## src/rtl/debug_ctrl_if.sv

```systemverilog
// UART FIFO side of the debug controller: show-ahead rx pop, tx push.
interface debug_ctrl_if;
    logic [7:0] i_rx_data;
    logic       i_rx_empty;
    logic       o_rd_uart;
    logic [7:0] o_tx_data;
    logic       o_wr_uart;
    logic       i_tx_full;

    modport master (
        input  i_rx_data, i_rx_empty, i_tx_full,
        output o_rd_uart, o_tx_data, o_wr_uart
    );

    modport slave (
        output i_rx_data, i_rx_empty, i_tx_full,
        input  o_rd_uart, o_tx_data, o_wr_uart
    );
endinterface

```

## src/rtl/debug_ctrl.sv

```systemverilog
// UART debug controller: program load, run/step control, state dump.
module debug_ctrl #(
    parameter int W       = 5,
    parameter int DATA_SZ = 32,
    parameter int PC_SZ   = 32,
    parameter int INST_SZ = 32
) (
    input  logic               i_clk,
    input  logic               i_reset,
    debug_ctrl_if.master       uart,
    input  logic               i_halt,
    input  logic [PC_SZ-1:0]   i_pc,
    input  logic [DATA_SZ-1:0] i_reg_data,
    input  logic [DATA_SZ-1:0] i_mem_data,
    output logic [INST_SZ-1:0] o_instruction,
    output logic               o_write,
    output logic               o_enable,
    output logic [W-1:0]       o_addr
);
    typedef enum logic [2:0] {
        IDLE, LD_CNT, LD_BYTE, LD_WR,
        RUN, STEP, DUMP_SET, DUMP_SEND
    } state_t;

    localparam int CW = W + 2;
    localparam logic [CW-1:0] REGS = CW'(2 ** W);
    localparam logic [CW-1:0] LAST = CW'(2 ** (W + 1));

    state_t        state;
    logic [7:0]    cnt;
    logic [1:0]    bcnt;
    logic [CW-1:0] widx;
    logic [31:0]   shreg;
    logic [7:0]    rx;
    logic          pop;
    logic          push;
    logic          is_load;
    logic          is_run;
    logic          is_step;
    logic          is_dump;
    logic          rs;

    assign rx = uart.i_rx_data;
    assign rs = (rx == 8'h52) || (rx == 8'h53);

    assign is_load = (rx == 8'h4C);
    assign is_run  = (rx == 8'h52) && !i_halt;
    assign is_step = (rx == 8'h53) && !i_halt;
    assign is_dump = (rx == 8'h44) || (rs && i_halt);

    assign pop = i_reset && !uart.i_rx_empty &&
                 ((state == IDLE) || (state == LD_CNT) ||
                  (state == LD_BYTE));
    assign push = i_reset && !uart.i_tx_full &&
                  (state == DUMP_SEND);

    assign uart.o_rd_uart = pop;
    assign uart.o_wr_uart = push;
    assign uart.o_tx_data = shreg[31:24];

    // widx, bcnt and o_addr are zero whenever a dump starts.
    always_ff @(posedge i_clk) begin
        if (!i_reset) begin
            state         <= IDLE;
            cnt           <= '0;
            bcnt          <= '0;
            widx          <= '0;
            shreg         <= '0;
            o_instruction <= '0;
            o_write       <= 1'b0;
            o_enable      <= 1'b0;
            o_addr        <= '0;
        end else begin
            unique case (state)
                IDLE: begin
                    if (pop) begin
                        unique case (1'b1)
                            is_load: state <= LD_CNT;
                            is_run: begin
                                state    <= RUN;
                                o_enable <= 1'b1;
                            end
                            is_step: begin
                                state    <= STEP;
                                o_enable <= 1'b1;
                            end
                            is_dump: state <= DUMP_SET;
                            default: ;
                        endcase
                    end
                end
                LD_CNT: begin
                    if (pop) begin
                        cnt   <= rx;
                        bcnt  <= '0;
                        state <= (rx == 8'd0) ? IDLE : LD_BYTE;
                    end
                end
                LD_BYTE: begin
                    if (pop) begin
                        o_instruction <= {o_instruction[INST_SZ-9:0], rx};
                        bcnt          <= bcnt + 2'd1;
                        if (bcnt == 2'd3) begin
                            o_write <= 1'b1;
                            state   <= LD_WR;
                        end
                    end
                end
                LD_WR: begin
                    o_write <= 1'b0;
                    cnt     <= cnt - 8'd1;
                    state   <= (cnt == 8'd1) ? IDLE : LD_BYTE;
                end
                RUN: begin
                    if (i_halt) begin
                        o_enable <= 1'b0;
                        state    <= DUMP_SET;
                    end
                end
                STEP: begin
                    o_enable <= 1'b0;
                    state    <= DUMP_SET;
                end
                DUMP_SET: begin
                    if (widx == '0)
                        shreg <= 32'(i_pc);
                    else if (widx <= REGS)
                        shreg <= 32'(i_reg_data);
                    else
                        shreg <= 32'(i_mem_data);
                    state <= DUMP_SEND;
                end
                DUMP_SEND: begin
                    if (push) begin
                        shreg <= {shreg[23:0], 8'h00};
                        bcnt  <= bcnt + 2'd1;
                        if (bcnt == 2'd3) begin
                            if (widx == LAST) begin
                                widx   <= '0;
                                o_addr <= '0;
                                state  <= IDLE;
                            end else begin
                                // word widx+1 reads index widx mod 2^W
                                widx   <= widx + 1'b1;
                                o_addr <= widx[W-1:0];
                                state  <= DUMP_SET;
                            end
                        end
                    end
                end
                default: state <= IDLE;
            endcase
        end
    end
endmodule

```

## src/flat_wrapper.sv

```systemverilog
// flat-port wrapper written by rule: the top's interface ports become plain ports
module debug_ctrl_flat 
#(
    parameter int W       = 5,
    parameter int DATA_SZ = 32,
    parameter int PC_SZ   = 32,
    parameter int INST_SZ = 32
)
  (i_clk, i_reset, i_halt, i_pc, i_reg_data, i_mem_data, o_instruction, o_write, o_enable, o_addr, uart_i_rx_data, uart_i_rx_empty, uart_i_tx_full, uart_o_rd_uart, uart_o_tx_data, uart_o_wr_uart);
  debug_ctrl_if uart_i ();
  input  logic i_clk;
  input  logic i_reset;
  input  logic i_halt;
  input  logic [PC_SZ-1:0] i_pc;
  input  logic [DATA_SZ-1:0] i_reg_data;
  input  logic [DATA_SZ-1:0] i_mem_data;
  output logic [INST_SZ-1:0] o_instruction;
  output logic o_write;
  output logic o_enable;
  output logic [W-1:0] o_addr;
  input wire logic [$bits(uart_i.i_rx_data)-1:0] uart_i_rx_data;
  input wire logic [$bits(uart_i.i_rx_empty)-1:0] uart_i_rx_empty;
  input wire logic [$bits(uart_i.i_tx_full)-1:0] uart_i_tx_full;
  output wire logic [$bits(uart_i.o_rd_uart)-1:0] uart_o_rd_uart;
  output wire logic [$bits(uart_i.o_tx_data)-1:0] uart_o_tx_data;
  output wire logic [$bits(uart_i.o_wr_uart)-1:0] uart_o_wr_uart;
  assign uart_i.i_rx_data = uart_i_rx_data;
  assign uart_i.i_rx_empty = uart_i_rx_empty;
  assign uart_i.i_tx_full = uart_i_tx_full;
  assign uart_o_rd_uart = uart_i.o_rd_uart;
  assign uart_o_tx_data = uart_i.o_tx_data;
  assign uart_o_wr_uart = uart_i.o_wr_uart;
  debug_ctrl #(.W(W), .DATA_SZ(DATA_SZ), .PC_SZ(PC_SZ), .INST_SZ(INST_SZ)) u_core (.i_clk(i_clk), .i_reset(i_reset), .uart(uart_i), .i_halt(i_halt), .i_pc(i_pc), .i_reg_data(i_reg_data), .i_mem_data(i_mem_data), .o_instruction(o_instruction), .o_write(o_write), .o_enable(o_enable), .o_addr(o_addr));
endmodule
```

## config.mk

```make
export PLATFORM = sky130hd
export DESIGN_NAME = debug_ctrl_flat
export DESIGN_NICKNAME = d
export VERILOG_FILES = /design/src/rtl/debug_ctrl_if.sv /design/src/rtl/debug_ctrl.sv /design/src/flat_wrapper.sv
export SDC_FILE = /design/constraint.sdc
export NUM_CORES = 1
export LEC_CHECK = 0
export CORE_ASPECT_RATIO = 1.4
export CORE_MARGIN = 1
export CORE_UTILIZATION = 46
export DETAILED_ROUTE_END_ITERATION = 16
export HOLD_SLACK_MARGIN = 0.1
export PLACE_DENSITY = 0.9
export SLEW_MARGIN = 25
export SYNTH_ARGS = -nofsm -noshare
export SYNTH_HDL_FRONTEND = slang
export SYNTH_SLANG_ARGS = --single-unit
```

## constraint.sdc

```tcl
create_clock -name i_clk -period 2.8 [get_ports i_clk]
set_clock_uncertainty 0.1 [all_clocks]
set_input_delay 0.56 -clock i_clk [delete_from_list [all_inputs] [get_ports i_clk]]
set_output_delay 0.56 -clock i_clk [all_outputs]
set_load 0.1 [all_outputs]
```

Yosys cells after proc, flatten, opt, wreduce, memory -nomap -nowiden
Index checks and enable logic that the tools add are counted.

storage, ports and cells
  register bits after elaboration = 91
  bits of input ports = 109
  output and inout bits = 49
  logic and storage cells = 98

operators by class
  add/sub/neg operators = 3
  order comparisons = 1
  eq/ne operators = 23
  mux-type cells = 31
  reductions and logical operators = 31

operators by type and width
  operator               number
  $mux W32               3
  $pmux W32 S2           1
  $eq A8 B7 Y1 const B   4
  $mux W3                8
  $pmux W3 S8            1
  $ne A2 B2 Y1 const B   8
  $pmux W8 S2            1
  $eq A3 B3 Y1 const B   4
  $pmux W3 S4            1
  $mux W2                5
  $eq A8 B1 Y1 const B   1
  $logic_not A8 Y1       1
  $mux W8                1
  $reduce_and A4 Y1      2
  $reduce_and A8 Y1      1
  $sub A8 B1 Y8 const B  1
  $add A7 B1 Y7 const B  1
  $eq A7 B7 Y1 const B   1
  $le A7 B6 Y1 const B   1
  $logic_and A1 B1 Y1    7
  $logic_not A7 Y1       1
  $mux W7                1
  $eq A3 B2 Y1 const B   2
  $pmux W2 S3            1
  16 further kinds       31

Longest topological paths before layout
Gate-level depths: netlist of run 1.

  word-level depth = 7
  gate-level depth with buffers = 9

Least setup slack after synthesis of run 1
No wires, ideal clock.

  kind = register -> output
  start point = register u_core.state[0]
  end point = output port uart_o_wr_uart
  arrival time = 2.498 ns
  required time = 2.140 ns
  setup slack = -0.358 ns
  cell stages (with the launch flop) = 6
  path buffers = 3
  path through = dfxtp_1 buf_2 clkbuf_1 nand3_1 clkbuf_1 nor2_1

on the way
  cells in the longest elaborated chain, start to end = 2

ends and longest elaborated chain
  element                 line                RTL
  from (decl)             debug_ctrl.sv:29    state_t state;
  from (signal assigned)  debug_ctrl.sv:96    state <= (rx == 8'd0) ? IDLE : LD_BYTE;
  from (signal assigned)  debug_ctrl.sv:112   state <= (cnt == 8'd1) ? IDLE : LD_BYTE;
  $eq A3 B3 Y1            debug_ctrl.sv:55    (state == DUMP_SEND);
  $logic_and A1 B1 Y1     debug_ctrl.sv:54    assign push = i_reset && !uart.i_tx_full &&
  to (decl)               flat_wrapper.sv:26  output wire logic [$bits(uart_i.o_wr_uart)-1:0] uart_o_wr_uart;

No other way between the ends.

Final worst setup path of run 1
  start point = input port uart_i_rx_data[4]
  end point = register u_core.state[1]

on the way
  cells in the longest elaborated chain, start to end = 7
  elaborated cells on any way between the ends = 17
  classes of those cells = 5 x eq/ne; 5 x mux; 7 x reduce/logical

ends and longest elaborated chain
  element                                 line                                                  RTL
  from (decl)                             flat_wrapper.sv:21                                    input wire logic [$bits(uart_i.i_rx_data)-1:0] uart_i_rx_data;
  $eq A8 B7 Y1, on equally long branches  debug_ctrl.sv:44, debug_ctrl.sv:47, debug_ctrl.sv:48
  $logic_or A1 B1 Y1                      debug_ctrl.sv:44                                      assign rs = (rx == 8'h52) || (rx == 8'h53);
  $logic_and A1 B1 Y1                     debug_ctrl.sv:49                                      assign is_dump = (rx == 8'h44) || (rs && i_halt);
  $logic_or A1 B1 Y1                      debug_ctrl.sv:49
  $pmux W3 S4                             debug_ctrl.sv:77                                      unique case (1'b1)
  $mux W3                                 debug_ctrl.sv:76                                      if (pop) begin
  $pmux W3 S8                             debug_ctrl.sv:74                                      unique case (state)

Parallel ways exist; a longest one is shown, timed or not. The select of a mux whose other input is x is not followed.
A chain may end at the register's enable or synchronous reset.

==> impl_metrics.tcl, run 1 <==
set metrics [dict create \
    worst-endpoint-arrival_ps 2700 \
    gr-total-overflow 0 \
    ys_warn_count 0 \
    cp_data_required_time_ps 2900 \
    synth_cell_type_count 55 \
    first_pass_iters 5 \
    cts_tree "yes" \
    ys_seq_area_frac 0.399 \
    cts_post_setup_buffers_inserted 0 \
    place.gp.congestion 0.900 \
    max_freq_mhz 385 \
    ctsLongestPathBuffers 2 \
    syn_avg_cell_area_sq_um 7.97 \
    fraction_of_the_mapped_netlist_area_in_adder_cells 0.0137 \
    initialDrtViolationCount 294 \
    worst_slew_pin_slew_ps 602 \
    antenna_found_initial 0 \
    dp_hpwl_um 10100 \
    hold_viol 0 \
    syn-instance-count 573 \
    grt_pass1_wl_um 21800 \
    post_synth_main_area_contributors "sky130_fd_sc_hd__dfxtp_1, sky130_fd_sc_hd__nand2_1, sky130_fd_sc_hd__o21ai_0" \
    slowest_delay_ps 660 \
    synth_simple_gate_area_share 0.200 \
    post-synth-top-area-cell "sky130_fd_sc_hd__dfxtp_1" \
    routedWlPerCell_um 16.3 \
    post_drt_via_cell_ratio 5.70 \
    via_count 4829 \
    cts_buffers 9 \
    totalPowerFinal_mw 2.72 \
    final_number_of_setup_violating_endpoints 0 \
    cp-end-kind "flop" \
    timing.critical_path.cells "clkdlybuf4s50_1 -> or4b_2 -> a21oi_1 -> o2111ai_1 -> a2111oi_0 -> a221oi_1" \
    bufs_and_invs_on_worst_path 1 \
    cts_sinks 91 \
    num_rows 42 \
    detail_route.drc_violations 0 \
    num_antenna_cells 0 \
    post_synth_instance_area_sq_mm 0.00457 \
    drive_above_1_share 0.145 \
    synth_top_family_by_area "compound AO/OA/AOI/OAI gates" \
    worst_r2r_endpoint "u_core.shreg[5]" \
    final_min_period_over_clock_period 0.929 \
    min_period_ps 2600 \
    cts_hold_buffers 0 \
    peakVddDrop_mv 0.354 \
    synth_xor_xnor_area_share 0.0134 \
    power_leakage_nw 2.38 \
    die_h_um 120 \
    sum_neg_setup_slack_ps 0 \
    slew_violations 0 \
    final_core_util 0.671 \
    timing.critical_path.max_delay_family "compound AO/OA/AOI/OAI gates" \
    run_status "finished clean" \
    path_clk_slew_ps 70 \
    flow.area_growth_from_synthesis_pct 40.5 \
    cts.htree.levels 3 \
    worstReg2RegStart "u_core.widx[0]" \
    pin_count_of_the_biggest_net_entering_global_routing 66 \
    netlist.area_leader.share 0.399 \
    timing.hold.worst.start "u_core.o_instruction[25]" \
    fp.dieW_um 86.2 \
    synth_top_flop_cell "sky130_fd_sc_hd__dfxtp_1" \
    io_buffers 157 \
    drv.max_cap_violation_count 0 \
    grt_pass1_vias 4561 \
    post-place-ws_ps -19.0 \
    cts_root_buffer "sky130_fd_sc_hd__clkbuf_16" \
    edff_count_synth 0 \
    slowest_stage "sky130_fd_sc_hd__or4b_2" \
    pin_count 158 \
    fin_nets 824 \
    cp-start-kind "primary input" \
    synth-compound-area-share 0.284 \
    critPathKind "primary input to flop" \
    mappedNetlistNets 687 \
    worstHoldPathCells 2 \
    hold_end "u_core.o_instruction[25]" \
    worst_r2r_path_depth 8 \
    floorplan.initialDensity 0.477 \
    proportion_of_synthesized_area_in_mux_cells 0.0219 \
    ant_nets 0 \
    whs_ps 356 \
    postSynth.asyncResetShare 0 \
    power.density_cell_area_mw_per_mm2 425 \
    coreArea_sq_mm 0.00956 \
    slew_headroom 0.593 \
    overall_die_area_sq_mm 0.0103 \
    grt_util_all_layers 0.268 \
    worstHoldPathType "flop to flop" \
    insertion_delay_ps 340 \
    r2r_slack_ps 350 \
    worstPathMaxFanout 6 \
    synth_seq_cells 91 \
    number_of_gates_resized_after_cts 0 \
    setup_repair_after_global_routing_missed_its_margin "false" \
    totalWireLength_um 13800 \
    timing.final.ws_setup_ps 199 \
]
## area by class of cell
class,instances,area (sq um)
clock buffer,10,239
clock inverter,6,46.3
fill,780,3150
inverter,10,37.5
multi-input combinational,418,2450
sequential,91,1820
tap,132,165
timing repair buffer,180,1650
## report_power, final
part	total [mW]	switching [mW]	internal (mW)
clock network	1.15	0.515	0.632
registers	1.30	0.00244	1.30
logic	0.279	0.0999	0.179
## state kept, by name, summed over array words and instances (netlist names)
signal and cells:
u_core.state 3, u_core.o_write 1, u_core.o_instruction 32, u_core.o_addr 5, u_core.widx 7, u_core.o_enable 1, u_core.cnt 8, u_core.bcnt 2
u_core.shreg 32
## cell usage after synthesis (3+ instances only)
| library cell | count |
|---|---|
| sky130_fd_sc_hd__o21ai_1 | 20 |
| sky130_fd_sc_hd__nand2b_1 | 3 |
| sky130_fd_sc_hd__o221a_2 | 4 |
| sky130_fd_sc_hd__mux2i_1 | 10 |
| sky130_fd_sc_hd__a31oi_1 | 26 |
| sky130_fd_sc_hd__a21oi_1 | 25 |
| sky130_fd_sc_hd__nand4_1 | 4 |
| sky130_fd_sc_hd__ha_1 | 5 |
| sky130_fd_sc_hd__clkbuf_1 | 33 |
| sky130_fd_sc_hd__xnor2_1 | 3 |
| sky130_fd_sc_hd__nand3_1 | 8 |
| sky130_fd_sc_hd__buf_4 | 10 |
| sky130_fd_sc_hd__dfxtp_1 | 91 |
| sky130_fd_sc_hd__nor4_1 | 5 |
| sky130_fd_sc_hd__o221a_1 | 20 |
| sky130_fd_sc_hd__inv_1 | 10 |
| sky130_fd_sc_hd__nor3_1 | 9 |
| sky130_fd_sc_hd__o21ai_0 | 77 |
| sky130_fd_sc_hd__a22oi_1 | 11 |
| sky130_fd_sc_hd__buf_2 | 4 |
| sky130_fd_sc_hd__xor2_1 | 4 |
| sky130_fd_sc_hd__a2111oi_0 | 3 |
| sky130_fd_sc_hd__buf_6 | 4 |
| sky130_fd_sc_hd__or3_1 | 5 |
| sky130_fd_sc_hd__a32oi_1 | 3 |
| sky130_fd_sc_hd__nor2b_1 | 4 |
| sky130_fd_sc_hd__nor2_1 | 25 |
| sky130_fd_sc_hd__nand3b_1 | 4 |
| sky130_fd_sc_hd__nand2_1 | 108 |
| sky130_fd_sc_hd__and3_1 | 4 |
## layer usage
layer	vias up	track usage	part of all wire	wire length (um)
met5	-	0	0	0
met4	0	0.170	0.046	637
met3	48	0.0426	0.050	692
met2	165	0.469	0.51	7070
met1	2267	0.298	0.39	5440
li1	2349	-	-	-
## cell usage in the layout (no fill, tap or decap), types with 5 or more instances in the layout
master	instances
sky130_fd_sc_hd__nand2_1	108
sky130_fd_sc_hd__clkdlybuf4s50_1	107
sky130_fd_sc_hd__dfxtp_1	91
sky130_fd_sc_hd__o21ai_0	77
sky130_fd_sc_hd__buf_4	69
sky130_fd_sc_hd__a31oi_1	26
sky130_fd_sc_hd__nor2_1	24
sky130_fd_sc_hd__a21oi_1	23
sky130_fd_sc_hd__o221a_1	20
sky130_fd_sc_hd__o21ai_1	20
sky130_fd_sc_hd__a22oi_1	11
sky130_fd_sc_hd__inv_1	10
sky130_fd_sc_hd__mux2i_1	10
sky130_fd_sc_hd__clkbuf_16	9
sky130_fd_sc_hd__nand3_1	8
sky130_fd_sc_hd__nor3_1	8
sky130_fd_sc_hd__or3_1	5
sky130_fd_sc_hd__nor4_1	5
sky130_fd_sc_hd__ha_1	5
## through the flow
stage / std cells / cell area (sq um)
after floorplan: 573 / 4570
after global placement: 831 / 6130
after detailed placement: 831 / 6130
after CTS: 847 / 6420
after global routing: 847 / 6420
final: 847 / 6420
## worst reg2reg max path, cell delays in order, from the launching register on
cell                      delay (ps)
sky130_fd_sc_hd__dfxtp_1         360
sky130_fd_sc_hd__inv_1            80
sky130_fd_sc_hd__ha_1            150
sky130_fd_sc_hd__or4b_4          490
sky130_fd_sc_hd__or3_1           320
sky130_fd_sc_hd__buf_4           240
sky130_fd_sc_hd__nor4_4          400
sky130_fd_sc_hd__a22oi_1         140
sky130_fd_sc_hd__o21ai_0         100
## cells by family after synthesis
logic type	Yosys count
simple gates	193
xor+xnor	7
flops	91
mux	10
buf+inv	64
fa+ha+maj	5
compound gates	203
## worst max-delay path by stage
stage	start	to	slack, ps	cells past startpoint
6_report	uart_i_rx_data[4]	u_core.state[1]	200	6
5_1_grt	uart_i_rx_data[4]	u_core.state[1]	40	6
4_1_cts	uart_i_rx_empty	uart_o_rd_uart	250	4
3_5_place_dp	uart_i_rx_data[4]	u_core.state[1]	-20	6
3_3_place_gp	uart_i_rx_data[4]	u_core.state[1]	120	6
2_1_floorplan	u_core.state[0]	uart_o_wr_uart	100	5
No activity file was read; power rests on OpenSTA's default activity.
==> run 2: changes to the inputs <==
Settings changed: PLACE_DENSITY 0.9 to 0.93.
==> impl_metrics.tcl, run 2 (same netlist as run 1, synthesis figures left out) <==
set metrics [dict create \
    grt_util_all_layers 0.273 \
    num_antenna_cells 0 \
    power.density_cell_area_mw_per_mm2 472 \
    dp_hpwl_um 10400 \
    timing.critical_path.cells "inv_1 -> ha_1 -> or4b_4 -> or3_1 -> buf_4 -> o221a_1 -> o21ai_1 -> a31oi_1" \
    routedWlPerCell_um 16.9 \
    power_leakage_nw 2.41 \
    pin_count 158 \
    grt_pass1_wl_um 22300 \
    io_buffers 157 \
    floorplan.initialDensity 0.477 \
    fill_cells 753 \
    timing.hold.worst.start "u_core.o_instruction[28]" \
    whs_ps 354 \
    cts_root_buffer "sky130_fd_sc_hd__clkbuf_16" \
    final_common_cell "sky130_fd_sc_hd__nand2_1" \
    place.gp.congestion 0.905 \
    cts.htree.levels 3 \
    flow.area_growth_from_synthesis_pct 42.0 \
    timing.critical_path.max_delay_family "simple AND/OR/NAND/NOR gates" \
    path_clk_slew_ps 60 \
    sum_neg_setup_slack_ps 0 \
    area_of_placed_instances_sq_mm 0.00612 \
    slowest_delay_ps 530 \
    r2r_slack_ps 190 \
    drive_above_1_share 0.143 \
    post_drt_via_cell_ratio 5.79 \
    slew_violations 0 \
    max_freq_mhz 383 \
    cp-end-kind "flop" \
    overall_die_area_sq_mm 0.0103 \
    hold_viol 0 \
    number_of_gates_resized_after_cts 0 \
    gr-total-overflow 0 \
    largestRegisters "u_core.o_instruction (32), u_core.shreg (32), u_core.cnt (8)" \
    coreArea_sq_mm 0.00956 \
    setup_repair_after_global_routing_missed_its_margin "false" \
    run_status "finished clean" \
    mostFrequentLayoutCells "sky130_fd_sc_hd__nand2_1, sky130_fd_sc_hd__clkdlybuf4s50_1, sky130_fd_sc_hd__dfxtp_1" \
    cts_sinks 91 \
    worst-endpoint-arrival_ps 2710 \
    fin_nets 823 \
    worst_r2r_endpoint "u_core.shreg[21]" \
    cts_buffers 9 \
    finalInstanceArea_sq_mm 0.00648 \
    final_min_period_over_clock_period 0.934 \
    ctsLongestPathBuffers 2 \
    detail_route.drc_violations 0 \
    critPathKind "flop to flop" \
    pin_count_of_the_biggest_net_entering_global_routing 66 \
    grt_pass1_vias 4741 \
    worstHoldPathType "flop to flop" \
    peakVddDrop_mv 0.368 \
    insertion_delay_ps 340 \
    totalWireLength_um 14300 \
    via_count 4898 \
    worstHoldPathCells 2 \
    slew_headroom 0.560 \
    cts_post_setup_buffers_inserted 0 \
    min_period_ps 2610 \
    cts_hold_buffers 0 \
    die_h_um 120 \
    worstPathMaxFanout 16 \
    num_rows 42 \
    totalPowerFinal_mw 3.06 \
    slowest_stage "sky130_fd_sc_hd__or3_1" \
    cp-start-kind "flop" \
    bufs_and_invs_on_worst_path 2 \
    cp_data_required_time_ps 2900 \
    ant_nets 0 \
    cts_tree "yes" \
    antenna_found_initial 0 \
    worst_slew_pin_slew_ps 659 \
    fp.dieW_um 86.2 \
    hold_end "u_core.o_instruction[28]" \
    worst_r2r_path_depth 8 \
    final_number_of_setup_violating_endpoints 0 \
    worstReg2RegStart "u_core.widx[0]" \
    first_pass_iters 5 \
    drv.max_cap_violation_count 0 \
    initialDrtViolationCount 366 \
]
-- run 2: cell type report --
type / instances / area, sq um / share of cell area
Multi-Input combinational cell: 418 / 2440 / 0.377
Timing Repair Buffer: 179 / 1650 / 0.254
Clock inverter: 6 / 138 / 0.0212
Tap cell: 132 / 165 / 0.0255
Sequential cell: 91 / 1820 / 0.281
Clock buffer: 10 / 229 / 0.0353
Inverter: 10 / 37.5 / 0.00579
-- run 2: how the worst max path moves through the flow --
stage / startpoint / end / slack (ps) / cells past startpoint
2_1_floorplan: u_core.state[0] / uart_o_wr_uart / 100 / 5
3_3_place_gp: uart_i_rx_data[4] / u_core.state[1] / 120 / 6
3_5_place_dp: uart_i_rx_data[4] / u_core.state[1] / 20 / 6
4_1_cts: u_core.widx[0] / u_core.shreg[21] / 190 / 8
5_1_grt: u_core.widx[0] / u_core.shreg[21] / 70 / 8
6_report: u_core.widx[0] / u_core.shreg[21] / 190 / 8
-- run 2: tightest hold or removal path: cells and delay by family, from the launching register on --
family | cells | cell delay (ps)
simple gates | 1 | 50
compound gates | 1 | 50
flops | 1 | 310
-- run 2: per-stage QoR --
step                      std cells  worst slack [ps]   util
after floorplan                 573              95.3      -
after global placement          830               115  0.639
after detailed placement        830              22.5  0.639
after CTS                       846               190  0.678
after global routing            846              66.9  0.678
final                           846               186  0.678
-- run 2: report_power, final --
group / total, mW / internal [mW] / switching, mW / leakage [nW]
logic: 0.282 / 0.179 / 0.103 / 1.50
registers: 1.30 / 1.30 / 0.00272 / 0.733
clock network: 1.48 / 0.966 / 0.512 / 0.177
total: 3.06 / 2.44 / 0.618 / 2.41
-- run 2: layer usage --
layer,part of all wire,GRT usage,up-vias
met4,0.057,0.191,0
met3,0.042,0.0309,58
li1,-,-,2354
met1,0.39,0.295,2286
met2,0.51,0.488,200
met5,0,0,-
